==> src/rtl/wide_fifo_pkg.sv <==
// Shared types and helpers for the wide FIFO read-side serializer.
// Provides the serializer state encoding and the beat-count helper used to
// derive per-word beat counts from the word and beat widths.
package wide_fifo_pkg;

  typedef enum logic {
    EMPTY = 1'b0,  // no word held
    SEND  = 1'b1   // word held, beats pending
  } ser_state_e;

  // Number of narrow beats that make up one wide FIFO word.
  function automatic int nbeat(input int dsize, input int osize);
    return dsize / osize;
  endfunction

endpackage

==> src/rtl/wide_fifo_rd_serializer.sv <==
// Purpose: pops DSIZE-bit words from a FWFT FIFO and streams them as DSIZE/OSIZE
//   narrow valid/ready beats, LSB slice first, o_last on the final slice.
// Latency: fifo_empty falling while idle -> pop same cycle, first beat valid next cycle;
//   back-to-back words stream with no idle cycles.
// Backpressure: o_ready low holds o_data/o_last/beat position; valid is never withdrawn
//   without a handshake (only flush or reset drop it).
// Ports:
//   rd_clk, rd_rst    clock and asynchronous active-high reset
//   fifo_dout/empty   FWFT FIFO head word and empty flag
//   fifo_rd_en        combinational pop strobe, never asserted while fifo_empty
//   flush             synchronous discard of the word being sent
//   o_data/o_valid/o_last/o_ready  narrow beat stream
//   o_word_cnt        wrapping count of words whose last beat was accepted
module wide_fifo_rd_serializer
  import wide_fifo_pkg::*;
#(
  parameter int DSIZE = 1024,
  parameter int OSIZE = 64,
  parameter int CSIZE = 16
) (
  input  logic             rd_clk,
  input  logic             rd_rst,
  input  logic [DSIZE-1:0] fifo_dout,
  input  logic             fifo_empty,
  output logic             fifo_rd_en,
  input  logic             flush,
  output logic [OSIZE-1:0] o_data,
  output logic             o_valid,
  output logic             o_last,
  input  logic             o_ready,
  output logic [CSIZE-1:0] o_word_cnt
);

  localparam int NBEAT = nbeat(DSIZE, OSIZE);
  localparam int BSIZE = (NBEAT > 1) ? $clog2(NBEAT) : 1;
  localparam logic [BSIZE-1:0] LAST_BEAT = BSIZE'(NBEAT - 1);

  if ((DSIZE % OSIZE) != 0 || (DSIZE / OSIZE) < 2) begin : g_bad_params
    $error("wide_fifo_rd_serializer: DSIZE must be a multiple of OSIZE with at least 2 beats");
  end

  ser_state_e       state;
  logic [DSIZE-1:0] word_buf;
  logic [BSIZE-1:0] beat_cnt;

  logic handshake;
  logic word_done;
  logic load;

  assign o_valid   = (state == SEND);
  assign o_last    = o_valid && (beat_cnt == LAST_BEAT);
  // Beat mux reads only the held word, so FIFO head changes never reach o_data.
  assign o_data    = word_buf[int'(beat_cnt) * OSIZE +: OSIZE];

  assign handshake = o_valid && o_ready;
  assign word_done = handshake && o_last;

  // Refill when idle, or on the same edge the last beat leaves so words stream gap-free.
  assign load       = !fifo_empty && !flush && ((state == EMPTY) || word_done);
  // Reset gating keeps the pop strobe quiet while reset is held with a non-empty FIFO.
  assign fifo_rd_en = load && !rd_rst;

  always_ff @(posedge rd_clk or posedge rd_rst) begin
    if (rd_rst) begin
      state      <= EMPTY;
      word_buf   <= '0;
      beat_cnt   <= '0;
      o_word_cnt <= '0;
    end else if (flush) begin
      // Flush wins over a coincident last-beat handshake: the word is not counted.
      state    <= EMPTY;
      beat_cnt <= '0;
    end else begin
      if (word_done) begin
        o_word_cnt <= o_word_cnt + CSIZE'(1);
      end
      if (load) begin
        word_buf <= fifo_dout;
        beat_cnt <= '0;
        state    <= SEND;
      end else if (word_done) begin
        beat_cnt <= '0;
        state    <= EMPTY;
      end else if (handshake) begin
        beat_cnt <= beat_cnt + BSIZE'(1);
      end
    end
  end

endmodule

==> config.mk <==
export PLATFORM = sky130hd
export DESIGN_NAME = wide_fifo_rd_serializer
export DESIGN_NICKNAME = d
export VERILOG_FILES = /design/src/rtl/wide_fifo_pkg.sv /design/src/rtl/wide_fifo_rd_serializer.sv
export SDC_FILE = /design/constraint.sdc
export NUM_CORES = 2
export LEC_CHECK = 0
export ABC_AREA = 1
export BUFFER_PORTS_ARGS = -buffer_cell sky130_fd_sc_hd__buf_2
export CAP_MARGIN = 20
export CORE_AREA = 4 4 430 432
export CTS_BUF_LIST = sky130_fd_sc_hd__clkbuf_8 sky130_fd_sc_hd__clkbuf_16
export DETAILED_ROUTE_END_ITERATION = 16
export DIE_AREA = 0 0 434 436
export GPL_ROUTABILITY_DRIVEN = 0
export PLACE_DENSITY = 0.44
export SYNTH_ARGS = -nofsm -noshare
export SYNTH_HDL_FRONTEND = slang
export SYNTH_SLANG_ARGS = --single-unit
==> constraint.sdc <==
create_clock -name rd_clk -period 71.1 [get_ports rd_clk]
set_input_delay 14.22 -clock rd_clk [delete_from_list [all_inputs] [get_ports rd_clk]]
set_output_delay 14.22 -clock rd_clk [all_outputs]
set_load 0.02 [all_outputs]
; Yosys cells after proc, flatten, opt, wreduce, memory -nomap -nowiden
; Cells that the tools add are included.
[word_totals]
in_bits = 1029
output_inout_bits = 83
word_cells = 31
register_bits = 1045
[op_classes]
reduce_logical = 14
eq_ne = 1
bitwise_logic = 2
mux = 7
n_shift = 1
addsub = 2
[ops]
columns = operator, count
row1 = $shiftx A1024 B11 Y64, 1
row2 = $add A16 B1 Y16 const B, 1
row3 = $mux W4, 4
row4 = $logic_and A1 B1 Y1, 6
row5 = $add A4 B1 Y4 const B, 1
row6 = $eq A4 B4 Y1 const B, 1
row7 = $reduce_and A2 Y1, 2
row8 = $reduce_bool A4 Y1, 1
row9 = $logic_not A1 Y1, 3
row10 = $mux W1, 3
row11 = $reduce_bool A3 Y1, 1
row12 = $not A1 Y1, 2
row13 = $logic_or A1 B1 Y1, 1

; Longest topological paths before layout
[depth]
depth_word = 7
ltp_mapped = 12
ltp_nobuf = 9

; Worst setup path after synthesis
; No wires, ideal clock.
[synth_timing]
path_kind = input to output
from = input o_ready
to = output fifo_rd_en
cell_stages = 5
n_path_buf = 1
t_arrival_ps = 14979
required_time_ps = 56880
path_slack_ps = 41901
cell_sequence = nand2_1 > nand2_1 > nand2_2 > clkbuf_1 > nor2_1
[synth_via]
elab_chain_cells = 5
[synth_lines]
columns = element, line_no
row1 = start: declaration, wide_fifo_rd_serializer.sv:30  ; input logic o_ready,
row2 = $logic_and A1 B1 Y1, wide_fifo_rd_serializer.sv:55  ; assign handshake = o_valid && o_ready;
row3 = $logic_and A1 B1 Y1, wide_fifo_rd_serializer.sv:56  ; assign word_done = handshake && o_last;
row4 = $logic_or A1 B1 Y1, wide_fifo_rd_serializer.sv:59  ; assign load = !fifo_empty && !flush && ((state == EMPTY) || word_done);
row5 = $logic_and A1 B1 Y1, wide_fifo_rd_serializer.sv:59
row6 = $logic_and A1 B1 Y1, wide_fifo_rd_serializer.sv:61  ; assign fifo_rd_en = load && !rd_rst;
row7 = end: declaration, wide_fifo_rd_serializer.sv:25  ; output logic fifo_rd_en,
; Every way passes these cells.

; Worst setup path after layout
[layout_timing]
from = input flush
to = output fifo_rd_en
[layout_via]
elab_chain_cells = 4
[layout_lines]
columns = element, line_no
row1 = start: declaration, wide_fifo_rd_serializer.sv:26  ; input logic flush,
row2 = $logic_not A1 Y1, wide_fifo_rd_serializer.sv:59
row3 = $logic_and A1 B1 Y1 (2 in series), wide_fifo_rd_serializer.sv:59
row4 = $logic_and A1 B1 Y1, wide_fifo_rd_serializer.sv:61
; Every way passes these cells.

==> metrics <==
result of the run finished clean; worst-case reg-to-reg path depth 12; Max Clk Rate 33.79 MHz; Register Area ~0.026 mm2; clock buffer count from CTS 130; root buffer cell sky130_fd_sc_hd__clkbuf_16; # hold bufs at CTS 0; total area of multi-input combinational cells approximately 0.019 mm2; layout cells sized above 1 between 10% and 20%; CP endpoint kind output pin; WP data arrival between 15 and 20 ns; Final Critical Period about 30 ns; most frequent cells in the layout sky130_fd_sc_hd__nand2_1 (2757), sky130_fd_sc_hd__buf_2 (1111), sky130_fd_sc_hd__dfrtp_1 (1041); highest fanout seen on the critical path 65; final global-route overflow total 0; height of the die approximately 440 um; worst hold slack after final layout about 0.47 ns; standard-cell row count around 160; Crit path largest cell delay 0.36 ns; Wirelength per Cell 27.02 um; final-report hold violation count 0; total global-route track usage approximately a quarter; Boundary Pins ~1100; critical-path cell list buf_2, nor2_1, nand2_8, nor2_1, buf_2; commonest non-fill, non-tap cell in the layout sky130_fd_sc_hd__nand2_1; wire length of the first global-routing pass between 300000 and 400000 um; Most Crowded Layer GR met2; clock network latency to the later pin of the worst-skew pair approximately 0.80 ns; detailed-route via count about 47000; number of antenna violations at the first check in global routing between 40 and 50; CP Capture Point fifo_rd_en; average cell area after synthesis 7.789 um2; worst voltage drop across the vdd grid 0.01917 mV; Setup Buffers After CTS 0; width of the die around 430 um; post-CTS sizing 0; die area 0.1892 mm2; worst-case headroom to the max-slew limit 22.10%; Fin Setup TNS 0 ns; clock input transition at the sequential cells of the worst setup and hold paths 0.05 ns; H-tree levels 4; number of sinks driven by the clock tree around 1000; CP Class primary input to output pin; fill cell total of the finished layout about 20000; critical path startpoint category primary input; Core Box Area about 0.18 mm2; input/output buffers roughly 1100; worst path required time ~57 ns; number of unique standard cell types used by synthesis 24; YS warnings 0; worst setup path startpoint flush; worst min-delay path class flop to flop; Routed WL approximately 260000 um; final worst-path cycle share between 40% and 50%; share of synthesized area occupied by flip-flops and latches 53.06%; met2 capacity usage during global routing between 40% and 50%; post-detailed-route count of antenna-violating nets 0; CTS tree built; layout net count just over 8000; worst reg2reg endpoint word_buf[657]; Cells after Synth roughly 6300; vias in the first global route approximately 46000; flip-flop and latch count after synthesis around 1000; initial core utilization 27.29%; count of maximum capacitance violations 0; RSZ-0062 raised after global routing false; Final Skew 0.03142 ns; slack of the worst reg-to-reg path 64.83 ns; Power Dens Cells roughly 30 mW/mm2; DRC violations left 0; placed wire-length estimate after detailed placement 197900 um; net count of the mapped netlist approximately 7400; pin slew with the least headroom to its limit roughly 1.2 ns; number of iterations in the first detailed-routing pass 5; pin count of the biggest net entering global routing 219; iteration-0 DRC count of the detailed router around 4300; slowest CP cell sky130_fd_sc_hd__nand2_8; r2r startpoint beat_cnt[3]; netlist area before placement 0.04928 mm2; fin. max-slew vios 0; static power due to leakage 0.03054 uW; # setup viols final 0; maximum count of clock buffers along a single path 3; GR Layer Usage met3 around 4.2%; Vias/cell approximately 4.8; met1 capacity usage during global routing 33.05%; Area growth, synth to finish 22.66%
-- report_power, final --
group | leakage (uW) | internal (uW) | total, uW | switching, uW
Clock | 0.00230 | 398 | 681 | 283
Combinational | 0.0153 | 110 | 373 | 263
Sequential | 0.0129 | 707 | 756 | 48.9
Total | 0.0305 | 1220 | 1810 | 595
-- per-stage QoR --
step | total power (uW) | cells | setup WS (ns) | area, um2 | util, %
3_3_place_gp | 1133 | 9424 | 41.46 | 55940 | 30.98
2_1_floorplan | 962.8 | 6327 | 27.47 | 49280 | -
3_5_place_dp | 1139 | 9426 | 41.47 | 55960 | 30.99
6_report | 1811 | 9692 | 41.50 | 60450 | 33.48
4_1_cts | 1829 | 9664 | 41.47 | 60310 | 33.40
5_1_grt | 1898 | 9682 | 41.41 | 60420 | 33.47
-- state kept, by name, indices dropped and copies added (netlist names) --
| register | cells |
|---|---|
| o_word_cnt | 16 |
| word_buf | 1024 |
| o_valid | 1 |
| beat_cnt | 4 |
-- layout make-up --
type / instances / area share [%]
Tap cell: 2370 / 4.906
Antenna cell: 25 / 0.1035
Inverter: 429 / 2.716
Clock inverter: 72 / 0.9253
Clock buffer: 166 / 6.276
Sequential cell: 1045 / 43.29
Multi-Input combinational cell: 4413 / 31.58
Timing Repair Buffer: 1172 / 10.21
-- worst max-delay path: cells and delay by family --
family        cells  cell delay, ns
simple gates      3            0.85
buf+inv           2            0.30
-- synth_stat cells --
cell type / count / share of area (%)
sky130_fd_sc_hd__nand2_1: 2757 / 21
sky130_fd_sc_hd__dfrtp_1: 1045 / 53
sky130_fd_sc_hd__o21ai_0: 523 / 5.3
sky130_fd_sc_hd__inv_1: 426 / 3.2
sky130_fd_sc_hd__nand3_1: 396 / 4.0
sky130_fd_sc_hd__o211ai_1: 260 / 4.0
sky130_fd_sc_hd__nor2_1: 224 / 1.7
sky130_fd_sc_hd__clkbuf_1: 218 / 1.7
sky130_fd_sc_hd__o21ai_1: 144 / 1.5
sky130_fd_sc_hd__a21oi_1: 86 / 0.87
sky130_fd_sc_hd__buf_4: 64 / 0.97
sky130_fd_sc_hd__buf_6: 64 / 1.5
sky130_fd_sc_hd__buf_2: 58 / 0.59
sky130_fd_sc_hd__buf_1: 36 / 0.27
sky130_fd_sc_hd__xor2_1: 7 / 0.12
sky130_fd_sc_hd__nand4_1: 6 / 0.076
sky130_fd_sc_hd__xnor2_1: 3 / 0.053
sky130_fd_sc_hd__ha_1: 2 / 0.051
sky130_fd_sc_hd__inv_2: 2 / 0.015
sky130_fd_sc_hd__nand3b_1: 2 / 0.030
sky130_fd_sc_hd__clkinv_1: 1 / 0.0076
sky130_fd_sc_hd__nand2_2: 1 / 0.013
sky130_fd_sc_hd__nor2_2: 1 / 0.013
sky130_fd_sc_hd__nor3_1: 1 / 0.010
-- kinds of logic (layout without fill, tap and decap cells) --
family,after synthesis,after routing,synth area share [%]
flip-flops,1045,1045,53.06
XOR/XNOR,10,10,0.1777
other,0,25,0
adder cells (fa/ha/maj),2,2,0.05077
buffers and inverters,869,1839,8.229
AO/OA/AOI/OAI,1013,1013,11.61
AND/OR/NAND/NOR,3388,3388,26.87
-- routing by layer --
metal  vias up  part of all wire, %
li1      21827                    -
met3       414                  5.2
met1     22787                   41
met5         -                0.013
met2      1612                   48
met4         4                  6.6
-- how the worst min path moves through the flow --
stage | startpoint | to | slack [ns] | cells after the start
after global routing | word_buf[669] | word_buf[669] | 0.49 | 2
after CTS | word_buf[1011] | word_buf[1011] | 0.48 | 2
after global placement | word_buf[220] | word_buf[220] | 0.46 | 2
after floorplan | word_buf[1000] | word_buf[1000] | 0.44 | 2
after detailed placement | word_buf[233] | word_buf[233] | 0.46 | 2
final | word_buf[223] | word_buf[223] | 0.47 | 2
No activity file was read; power rests on OpenSTA's default activity.
